[src/rtl/bit_population_accumulator.sv]
// bit_population_accumulator
//   Streaming population counter that sums the set bits of every word in a
//   frame (frame ends on the word flagged with data_last_i) and emits one
//   saturating count per frame.
//
//   Datapath: input register -> PIPE_SIZE-stage adder tree (per-word count)
//   -> accumulator FSM (ACC / OUT) holding the frame result.
//
// Parameters
//   WIDTH      input word width in bits (>= 2)
//   PIPE_SIZE  register stages in the per-word adder tree (1..$clog2(WIDTH))
//   CNT_W      frame count width (>= $clog2(WIDTH)+1)
//
// Ports
//   clk_i         clock
//   arst_n_i      asynchronous active-low reset
//   data_i        input word
//   data_last_i   word is the last of its frame
//   data_val_i    input word valid
//   data_ready_o  block accepts a word this cycle
//   data_mask_i   byte enables (present only with BPA_BYTE_MASK_EN)
//   cnt_o         total set bits in the frame (saturating)
//   cnt_val_o     cnt_o / ovf_o valid
//   cnt_ready_i   downstream accepts the result
//   ovf_o         frame count saturated, qualified by cnt_val_o
//
// Optional feature: define BPA_BYTE_MASK_EN to add data_mask_i; bit b of
// data_i is then counted only when data_mask_i[b/8] is 1.
//
// Handshake: a transfer happens on a rising edge where valid and ready are
// both 1. A held result stalls the whole pipeline (stall = cnt_val_o &&
// !cnt_ready_i), so data_ready_o = !stall once out of reset; nothing inside
// moves while stalled, so no word is lost or repeated.

module bit_population_accumulator #(
  parameter int WIDTH     = 64,
  parameter int PIPE_SIZE = 2,
  parameter int CNT_W     = 16
) (
  input  logic               clk_i,
  input  logic               arst_n_i,
  input  logic [WIDTH-1:0]   data_i,
  input  logic               data_last_i,
  input  logic               data_val_i,
  output logic               data_ready_o,
`ifdef BPA_BYTE_MASK_EN
  input  logic [WIDTH/8-1:0] data_mask_i,
`endif
  output logic [CNT_W-1:0]   cnt_o,
  output logic               cnt_val_o,
  input  logic               cnt_ready_i,
  output logic               ovf_o
);

  localparam int CW  = $clog2(WIDTH) + 1;        // per-word count width
  localparam int NG0 = 1 << (PIPE_SIZE - 1);     // groups in first tree stage
  localparam int GW  = (WIDTH + NG0 - 1) / NG0;  // bits per first-stage group

  typedef enum logic {ST_ACC, ST_OUT} state_t;

  state_t           state_q;
  logic             run_q;       // 0 in reset, 1 from first edge after release
  logic             stall;
  logic [WIDTH-1:0] masked;

  logic [WIDTH-1:0] in_q;
  logic             in_vld_q;
  logic             in_last_q;

  logic [CNT_W-1:0] acc_q;
  logic             sat_q;       // sticky: frame already clamped
  logic [CNT_W-1:0] cnt_q;
  logic             cnt_val_q;
  logic             ovf_q;

  assign stall        = cnt_val_q && !cnt_ready_i;
  assign data_ready_o = run_q && !stall;
  assign cnt_o        = cnt_q;
  assign cnt_val_o    = cnt_val_q;
  assign ovf_o        = ovf_q;

  always_comb begin
    masked = data_i;
`ifdef BPA_BYTE_MASK_EN
    for (int b = 0; b < WIDTH; b++) masked[b] = data_i[b] & data_mask_i[b/8];
`endif
  end

  // Input register: the word is captured on acceptance.
  always_ff @(posedge clk_i or negedge arst_n_i) begin
    if (!arst_n_i) begin
      in_q      <= '0;
      in_vld_q  <= 1'b0;
      in_last_q <= 1'b0;
    end else if (!stall) begin
      in_vld_q <= data_val_i && run_q;
      if (data_val_i && run_q) begin
        in_q      <= masked;
        in_last_q <= data_last_i;
      end
    end
  end

  // First tree level: popcount of contiguous bit groups of the held word.
  logic [CW-1:0] grp_cnt [NG0];
  always_comb begin
    for (int g = 0; g < NG0; g++) grp_cnt[g] = '0;
    for (int b = 0; b < WIDTH; b++)
      grp_cnt[b / GW] = grp_cnt[b / GW] + CW'(in_q[b]);
  end

  // Tree stage s holds NG0>>s partial sums; each later stage adds pairs.
  for (genvar s = 0; s < PIPE_SIZE; s++) begin : g_stg
    localparam int NG = NG0 >> s;
    logic [CW-1:0] sum_q [NG];
    logic [CW-1:0] nxt   [NG];
    logic          vld_q;
    logic          last_q;
    logic          src_vld;
    logic          src_last;

    if (s == 0) begin : g_src
      always_comb begin
        for (int g = 0; g < NG; g++) nxt[g] = grp_cnt[g];
      end
      assign src_vld  = in_vld_q;
      assign src_last = in_last_q;
    end else begin : g_src
      always_comb begin
        for (int g = 0; g < NG; g++)
          nxt[g] = g_stg[s-1].sum_q[2*g] + g_stg[s-1].sum_q[2*g+1];
      end
      assign src_vld  = g_stg[s-1].vld_q;
      assign src_last = g_stg[s-1].last_q;
    end

    always_ff @(posedge clk_i or negedge arst_n_i) begin
      if (!arst_n_i) begin
        vld_q  <= 1'b0;
        last_q <= 1'b0;
        for (int g = 0; g < NG; g++) sum_q[g] <= '0;
      end else if (!stall) begin
        vld_q  <= src_vld;
        last_q <= src_last;
        for (int g = 0; g < NG; g++) sum_q[g] <= nxt[g];
      end
    end
  end

  logic [CW-1:0]    word_cnt;
  logic             tree_vld;
  logic             tree_last;
  logic             take;
  logic [CNT_W:0]   sum_ext;
  logic             clamp;
  logic [CNT_W-1:0] sum_sat;

  assign word_cnt  = g_stg[PIPE_SIZE-1].sum_q[0];
  assign tree_vld  = g_stg[PIPE_SIZE-1].vld_q;
  assign tree_last = g_stg[PIPE_SIZE-1].last_q;
  assign take      = tree_vld && !stall;
  assign sum_ext   = {1'b0, acc_q} + (CNT_W+1)'(word_cnt);
  assign clamp     = sum_ext[CNT_W];
  assign sum_sat   = clamp ? {CNT_W{1'b1}} : sum_ext[CNT_W-1:0];

  // Accumulator FSM. The word-take update is written after the state case so
  // a last word leaving the tree in the handshake cycle overrides the clear
  // of cnt_val_q (back-to-back results).
  always_ff @(posedge clk_i or negedge arst_n_i) begin
    if (!arst_n_i) begin
      state_q   <= ST_ACC;
      run_q     <= 1'b0;
      acc_q     <= '0;
      sat_q     <= 1'b0;
      cnt_q     <= '0;
      cnt_val_q <= 1'b0;
      ovf_q     <= 1'b0;
    end else begin
      run_q <= 1'b1;
      case (state_q)
        ST_ACC: ;
        ST_OUT: begin
          if (cnt_ready_i) begin
            cnt_val_q <= 1'b0;
            state_q   <= ST_ACC;
          end
        end
        default: state_q <= ST_ACC;
      endcase
      if (take) begin
        if (tree_last) begin
          cnt_q     <= sum_sat;
          ovf_q     <= sat_q | clamp;
          cnt_val_q <= 1'b1;
          acc_q     <= '0;
          sat_q     <= 1'b0;
          state_q   <= ST_OUT;
        end else begin
          acc_q <= sum_sat;
          sat_q <= sat_q | clamp;
        end
      end
    end
  end

endmodule

[config.mk]
export PLATFORM = sky130hd
export DESIGN_NAME = bit_population_accumulator
export DESIGN_NICKNAME = d
export VERILOG_FILES = /design/src/rtl/bit_population_accumulator.sv
export SDC_FILE = /design/constraint.sdc
export NUM_CORES = 1
export LEC_CHECK = 0
export ABC_AREA = 1
export CAP_MARGIN = 20
export CORE_MARGIN = 2
export CORE_UTILIZATION = 43
export CTS_CLUSTER_SIZE = 24
export DETAILED_ROUTE_END_ITERATION = 8
export PLACE_DENSITY = 0.71
export SETUP_SLACK_MARGIN = 0.3
export SLEW_MARGIN = 20
export SYNTH_ARGS = -nofsm -noshare
export SYNTH_HDL_FRONTEND = slang
export SYNTH_SLANG_ARGS = --single-unit
[constraint.sdc]
create_clock -name clk_i -period 13.5 [get_ports clk_i]
set_input_delay 2.025 -clock clk_i [delete_from_list [all_inputs] [get_ports clk_i]]
set_output_delay 2.025 -clock clk_i [all_outputs]
set_load 0.02 [all_outputs]
-- Word level (Yosys, flattened, before mapping)
Cells that the tools add are included.
- word-level logic and storage cells: 102
- register bits: 128
- input port bits: 69
- reductions and logical operators: 8
- multiplexer cells: 11
- add/sub/neg operators: 64
- bitwise gates (word level): 2
- operators with widths (kind ; number):
    $add 7x1->7 ; 50
    $mux 16 ; 2
    $add 16x7->17 ; 1
    $add 6x1->7 ; 2
    $add 5x1->6 ; 2
    $add 4x1->5 ; 2
    $mux 1 ; 9
    $add 3x1->4 ; 2
    $add 7x7->7 ; 1
    $add 2x1->3 ; 2
    $add 1x1->2 ; 2
    $logic_and 1x1->1 ; 4
    $reduce_and 2->1 ; 2
    $logic_not 1->1 ; 2
    $not 1->1 ; 1
    $or 1x1->1 ; 1

-- Longest topological paths before layout
Gate-level depths: netlist (run 1).
- depth after elaboration: 31
- depth in mapped cells: 20
- gate-level depth less buffers: 20

-- Worst setup path after synthesis (run 1)
No wires, ideal clock.
- path kind: register -> register
- start point: register in_q[49]
- end point: register g_stg[0].sum_q[4] (netlist bit)
- data arrival time: 4446 ps
- period minus slack after synthesis: 4511 ps
- cell stages (with the launch flop): 17
- setup slack: 8989 ps
- path buffers: 0
- cells stage by stage: dfrtp_1 fa_1 inv_1 fa_1 inv_1 fa_1 inv_1 fa_1 fa_1 fa_1 inv_1 ha_1 fa_1 a31oi_1 xnor2_1 nand2_1 nand2_1
- longest elaborated chain between the ends: 15
- RTL lines (item ; line ; text):
    start: declaration ; 66 ; logic [WIDTH-1:0] in_q;
    start signal: assignment ; 98 ; in_q <= masked;
    $add 7x1->7 (15 in series) ; 109 ; grp_cnt[b / GW] = grp_cnt[b / GW] + CW'(in_q[b]);
    end: declaration ; 115 ; logic [CW-1:0] sum_q [NG];
Every way passes these cells.
A chain may end at the register's enable or synchronous reset.

-- Worst setup path after layout (run 1)
- start point: input cnt_ready_i
- end point: output data_ready_o
- longest elaborated chain between the ends: 4
- RTL lines (item ; line ; text):
    start: declaration ; 51 ; input logic cnt_ready_i,
    $logic_not 1->1 ; 76 ; assign stall = cnt_val_q && !cnt_ready_i;
    $logic_and 1x1->1 ; 76 ;
    $logic_not 1->1 ; 77 ; assign data_ready_o = run_q && !stall;
    $logic_and 1x1->1 ; 77 ;
    end: declaration ; 45 ; output logic data_ready_o,
Every way passes these cells.

==> impl_metrics.env, run 1 <==
export IMPL_yosys_warnings=0
export IMPL_seq_area_mm2=0.00315
export IMPL_htreeDepth=4
export IMPL_cts_setup_buffers=0
export IMPL_synth_compound_area_share_pct=5.14
export IMPL_grt_max_degree=106
export IMPL_viasPerCell=4.61
export IMPL_min_from="g_stg[1].sum_q[0]$_DFFE_PN0N_"
export IMPL_crit_slowest_cell="clkdlybuf4s50_1"
export IMPL_maxCapViolations=0
export IMPL_cts_hold_buf=0
export IMPL_tightest_slew_ns=1.03
export IMPL_gp_congestion=0.852
export IMPL_layout_min_cycle_time_ns=5.77
export IMPL_hold_violations=0
export IMPL_rr_startpoint="in_q[49]$_DFFE_PN0P_"
export IMPL_fill_cells=1497
export IMPL_ys_seq_area_share_pct=43.0
export IMPL_reg2regPathDepth=16
export IMPL_initial_utilization_pct=44.0
export IMPL_cts_made_buffers=17
export IMPL_cp_depth=6
export IMPL_synth_distinct_cells=36
export IMPL_hpwl_mm=9.76
export IMPL_synth_simple_gate_area_share_pct=19.7
export IMPL_die_area_mm2=0.0181
export IMPL_pre_cts_ws_ns=7.71
export IMPL_rsz0062_at_grt="false"
export IMPL_maxSlewHeadroom_pct=31.0
export IMPL_port_buffers=87
export IMPL_period_share_pct=42.7
export IMPL_cp_endpoint="data_ready_o"
export IMPL_clk_pin_slew_worst_paths_ns=0.06
export IMPL_rows=47
export IMPL_cpPeakStageDelay_ns=0.62
export IMPL_reg2reg_to="g_stg[0].sum_q[4]$_DFFE_PN0N_"
export IMPL_synth_adder_area_share_pct=18.3
export IMPL_synth_seq_cells=126
export IMPL_fin_worst_skew_ns=0.0113
export IMPL_overflow=0
export IMPL_drc=0
export IMPL_cts_path_max_buffers=2
export IMPL_insertion_delay_ns=0.42
export IMPL_cts_tree="yes"
export IMPL_postCtsResizedCells=0
export IMPL_hold_path_class="register to register"
export IMPL_grt_util_all_layers_pct=16.3
export IMPL_mostFrequentLayoutCell="nand2_1"
export IMPL_multi_input_area_mm2=0.00349
export IMPL_synthMuxAreaShare_pct=4.00
export IMPL_slew_viol_final=0
export IMPL_setup_tns_ns=0
export IMPL_synth_cells=792
export IMPL_vias=5130
export IMPL_drt_initial_drc_count=232
export IMPL_routed_wl_mm=13.5
export IMPL_synth_top_family_by_area="simple AND/OR/NAND/NOR gates"
export IMPL_final_nets=1026
export IMPL_outcome="finished clean"
export IMPL_grt_pass1_wl_mm=23.7
export IMPL_cpLargestDelayFamily="buffers and inverters"
export IMPL_netlist_area_mm2=0.00733
export IMPL_setup_ws_ns=7.73
export IMPL_dr_pass1_iters=4
export IMPL_die_width_um=135
export IMPL_setup_viol=0
export IMPL_start_kind="input pin"
export IMPL_synthesis_nets=938
export IMPL_die_y_um=135
export IMPL_io_pins=88
export IMPL_antennaDiodeCount=0
export IMPL_clock_sinks=126
export IMPL_antenna_found_initial=0
export IMPL_critPathMaxFanout=28
export IMPL_crit_type="input pin to output port"
export IMPL_wire_per_inst_um=12.1
export IMPL_antenna_left=0
export IMPL_worstPathArrival_ns=3.75
export IMPL_cp_end_kind="output port"
export IMPL_crit_buf_inv=4
export IMPL_synth_xor_area_share_pct=0.478
export IMPL_r2r_slack_ns=8.77
export IMPL_area_delta_synth_final_pct=21.6
export IMPL_drive_above_1_share_pct=10.3
export IMPL_grt_pass1_vias=5183
export IMPL_cts_root_buf="clkbuf_16"
export IMPL_max_freq_ghz=0.173
export IMPL_mostFrequentLayoutCells="nand2_1, inv_1, dfrtp_1, clkdlybuf4s50_1, nor2_1"
export IMPL_crit_required_ns=11.48
export IMPL_cp_startpoint="cnt_ready_i"
export IMPL_avgSynthCellArea_um2=9.25
export IMPL_path_common_cell="clkdlybuf4s50_1"
export IMPL_coreArea_mm2=0.0166
export IMPL_cp_cell_sequence="clkdlybuf4s50_1 > inv_2 > nand2_4 > inv_4 > nor2_8 > clkdlybuf4s50_1"
==> per-stage QoR <==
step | cells | hold slack (ns) | cell area [um2] | util [%]
global route | 1113 | 0.500 | 8910 | 53.6
CTS | 1113 | 0.481 | 8910 | 53.6
detailed placement | 1081 | 0.465 | 8350 | 50.2
floorplan | 792 | 0.442 | 7330 | -
global placement | 1081 | 0.461 | 8350 | 50.2
finish | 1113 | 0.476 | 8910 | 53.6
==> worst min-delay path: stages (launching register included) <==
cell     delay [ns]
dfrtp_1        0.34
nand2_1        0.06
nand2_1        0.05
==> flip-flops by register name (all words and copies together), names as in the netlist <==
name / flops
acc_q: 16
cnt_o: 16
cnt_val_o: 1
g_stg.last_q: 2
g_stg.src_last: 1
g_stg.src_vld: 1
g_stg.sum_q: 19
g_stg.vld_q: 2
in_q: 64
ovf_o: 1
run_q: 1
sat_q: 1
state_q: 1
==> Yosys cell counts <==
master / number / area [um2]
inv_2: 3 / 11.3
inv_1: 140 / 526
o21a_1: 1 / 7.51
or2_2: 3 / 18.8
buf_6: 5 / 56.3
mux2_2: 26 / 293
buf_1: 2 / 7.51
fa_1: 50 / 1000
nor3_1: 1 / 5.00
buf_2: 7 / 35.0
a21boi_2: 1 / 11.3
nand2_4: 2 / 22.5
nand4_1: 3 / 18.8
nand2_2: 3 / 18.8
xnor2_1: 1 / 8.76
ha_1: 27 / 338
clkbuf_1: 2 / 7.51
conb_1: 1 / 3.75
and2_1: 1 / 6.26
nor2_8: 3 / 60.1
o21ai_0: 19 / 95.1
nor2_4: 1 / 11.3
a21o_1: 1 / 7.51
buf_4: 4 / 30.0
a21oi_1: 46 / 230
nand3_1: 29 / 145
nand2_1: 205 / 769
inv_4: 2 / 12.5
nor2_1: 57 / 214
a31oi_1: 4 / 25.0
nor3_4: 2 / 32.5
dfrtp_1: 126 / 3150
nand3_4: 1 / 17.5
xor2_1: 3 / 26.3
nor3b_2: 1 / 12.5
nand3_2: 9 / 90.1
==> per-layer routing <==
layer	share of wire [%]	global-route usage, %
met1	46	20.8
met2	48	26.9
met3	4.8	5.26
met4	0.94	4.50
met5	0	0
==> worst min path at each step <==
| stage | slack [ns] | depth (start not counted) | endpoint |
|---|---|---|---|
| after floorplan | 0.44 | 2 | g_stg[0].last_q$_DFFE_PN0N_ |
| after detailed placement | 0.47 | 2 | cnt_o[7]$_DFFE_PN0P_ |
| after global routing | 0.50 | 2 | cnt_o[14]$_DFFE_PN0P_ |
| after global placement | 0.46 | 2 | g_stg[0].last_q$_DFFE_PN0N_ |
| after CTS | 0.48 | 2 | g_stg[1].sum_q[0]$_DFFE_PN0N_ |
| final | 0.48 | 2 | g_stg[1].sum_q[0]$_DFFE_PN0N_ |
==> kinds of logic after synthesis <==
group | Yosys count
flip-flops | 126
other | 1
buffers and inverters | 165
multiplexers | 26
AO/OA/AOI/OAI | 72
AND/OR/NAND/NOR | 321
XOR/XNOR | 4
adder cells (fa/ha/maj) | 77
==> cell type report <==
cell class	count	area share (%)
repair buffers	89	9.91
clock inverters	14	1.38
inverters	145	6.16
clock buffers	18	4.93
well taps	220	3.09
flip-flops and latches	126	35.4
multi-input cells	501	39.2
Power of run 1 is not shown: default switching activity piles up to over one toggle a cycle in this logic, so the estimate is an artifact.
==> run 2: changes to the inputs <==
Settings changed: PLACE_DENSITY 0.71 to 0.74.
Clock period 13.5 ns to 5 ns, I/O delays scaled along.
==> run 2 against run 1 <==
Net effect: worst setup slack lost 7.3 ns; sequential share of layout area shrank 0.42 points; register-to-register slack lost 8.3 ns; die area is the same; first-iteration DRC count shrank 20%; critical endpoint is now g_stg[0].sum_q[11]$_DFFE_PN0N_; largest cell class unchanged.
==> impl_metrics.env, run 2 (same netlist as run 1, synthesis figures left out) <==
export IMPL_path_common_cell="fa_1"
export IMPL_period_share_pct=91.5
export IMPL_drive_above_1_share_pct=11.6
export IMPL_final_nets=1028
export IMPL_port_buffers=87
export IMPL_viasPerCell=4.63
export IMPL_critPathMaxFanout=2
export IMPL_setup_ws_ns=0.424
export IMPL_setup_viol=0
export IMPL_hpwl_mm=9.95
export IMPL_pre_cts_ws_ns=0.368
export IMPL_die_area_mm2=0.0181
export IMPL_grt_pass1_vias=5411
export IMPL_coreArea_mm2=0.0166
export IMPL_crit_slowest_cell="fa_1"
export IMPL_hold_path_class="input pin to async pin"
export IMPL_worstPathArrival_ns=4.95
export IMPL_tightest_slew_ns=0.778
export IMPL_layout_min_cycle_time_ns=4.58
export IMPL_antenna_found_initial=0
export IMPL_max_freq_ghz=0.219
export IMPL_mostFrequentLayoutCell="nand2_1"
export IMPL_fill_cells=1445
export IMPL_cpLargestDelayFamily="adder cells"
export IMPL_rsz0062_at_grt="true"
export IMPL_grt_max_degree=106
export IMPL_overflow=0
export IMPL_crit_type="register to register"
export IMPL_grt_util_all_layers_pct=17.0
export IMPL_cts_made_buffers=17
export IMPL_cts_path_max_buffers=2
export IMPL_start_kind="register"
export IMPL_outcome="finished clean"
export IMPL_mostFrequentLayoutCells="nand2_1, inv_1, dfrtp_1, clkdlybuf4s50_1, nor2_1"
export IMPL_antennaDiodeCount=0
export IMPL_clock_sinks=126
export IMPL_setup_tns_ns=0
export IMPL_wire_per_inst_um=12.4
export IMPL_maxCapViolations=0
export IMPL_regMostFlops="in_q"
export IMPL_clk_pin_slew_worst_paths_ns=0.06
export IMPL_crit_required_ns=5.37
export IMPL_maxSlewHeadroom_pct=48.2
export IMPL_area_delta_synth_final_pct=23.1
export IMPL_grt_pass1_wl_mm=24.5
export IMPL_initial_utilization_pct=44.0
export IMPL_cts_hold_buf=0
export IMPL_top_regs="in_q: 64 flops, g_stg.sum_q: 19 flops"
export IMPL_largest_register_ffs=64
export IMPL_dr_pass1_iters=5
export IMPL_fin_worst_skew_ns=0.0100
export IMPL_io_pins=88
export IMPL_cpPeakStageDelay_ns=0.54
export IMPL_cp_cell_sequence="fa_1 > inv_1 > fa_1 > fa_1 > fa_1 > fa_1 > fa_1 > inv_1 > ha_2 > inv_2 > fa_2 > inv_2 > nand2_2 > nand2_1 > a21oi_2 > nor3_1 > a21oi_1 > nand2_1"
export IMPL_die_width_um=135
export IMPL_antenna_left=0
export IMPL_crit_buf_inv=4
export IMPL_cts_root_buf="clkbuf_16"
export IMPL_routed_wl_mm=13.8
export IMPL_gp_congestion=0.849
export IMPL_drt_initial_drc_count=185
export IMPL_hold_violations=0
export IMPL_slew_viol_final=0
export IMPL_drc=0
export IMPL_die_y_um=135
export IMPL_cts_tree="yes"
export IMPL_htreeDepth=4
export IMPL_rows=47
export IMPL_insertion_delay_ns=0.43
export IMPL_cp_end_kind="register"
export IMPL_vias=5164
-- run 2: changes by cell type in the layout (fill, tap and decap cells not counted), sizes merged --
cell and change:
buf +2, bufinv +3, inv -2, clkinvlp +1, clkinv -2
-- run 2: repair_timing --
item	4_1_cts	5_1_grt
setup buffers	0	2
gates resized for setup	0	11
endpoints found under the setup margin	0	6
-- run 2: worst paths after layout --
check	slack (ns)	cells past startpoint	to	startpoint
max	0.42	18	g_stg[0].sum_q[11]$_DFFE_PN0N_	in_q[21]$_DFFE_PN0P_
min	0.39	1	cnt_o[4]$_DFFE_PN0P_	arst_n_i
max reg2reg	0.42	18	g_stg[0].sum_q[11]$_DFFE_PN0N_	in_q[21]$_DFFE_PN0P_
min reg2reg	0.47	2	g_stg[0].vld_q$_DFFE_PN0N_	g_stg[0].src_vld$_DFFE_PN0N_
max in group asynchronous	3.63	2	in_q[40]$_DFFE_PN0P_	arst_n_i
min in group clk_i	0.47	2	g_stg[0].vld_q$_DFFE_PN0N_	g_stg[0].src_vld$_DFFE_PN0N_
-- run 2: layout make-up --
cell class | count | area (um2) | share of cell area [%]
Clock buffer | 18 | 429 | 4.76
Clock inverter | 14 | 179 | 1.98
Inverter | 145 | 549 | 6.09
Multi-Input combinational cell | 501 | 3540 | 39.2
Sequential cell | 126 | 3150 | 35.0
Tap cell | 220 | 275 | 3.05
Timing Repair Buffer | 91 | 898 | 9.96
-- run 2: per-layer routing --
metal | GRT usage, % | wire [um] | vias to the layer above
met5 | 0 | 0 | -
met1 | 21.0 | 6050 | 2452
met3 | 5.29 | 631 | 17
li1 | - | - | 2607
met4 | 5.79 | 188 | 0
met2 | 28.5 | 6910 | 88
-- run 2: per-stage QoR --
stage | util [%] | cells | instance area, um2 | hold WS, ns
after floorplan | - | 792 | 7330 | 0.442
after global placement | 50.2 | 1081 | 8350 | 0.455
after detailed placement | 50.2 | 1081 | 8350 | 0.459
after CTS | 53.8 | 1113 | 8960 | 0.416
after global routing | 54.2 | 1115 | 9020 | 0.455
final | 54.2 | 1115 | 9020 | 0.388
Power of run 2 is left out for the same reason.
==> run 3: changes to the inputs <==
Settings changed: ABC_CLOCK_PERIOD_IN_PS from default to 5000.
==> results of run 3 <==
Same layout as run 2: the final DEF is identical, and so are final timing and power.
Power of run 3 is left out for the same reason.
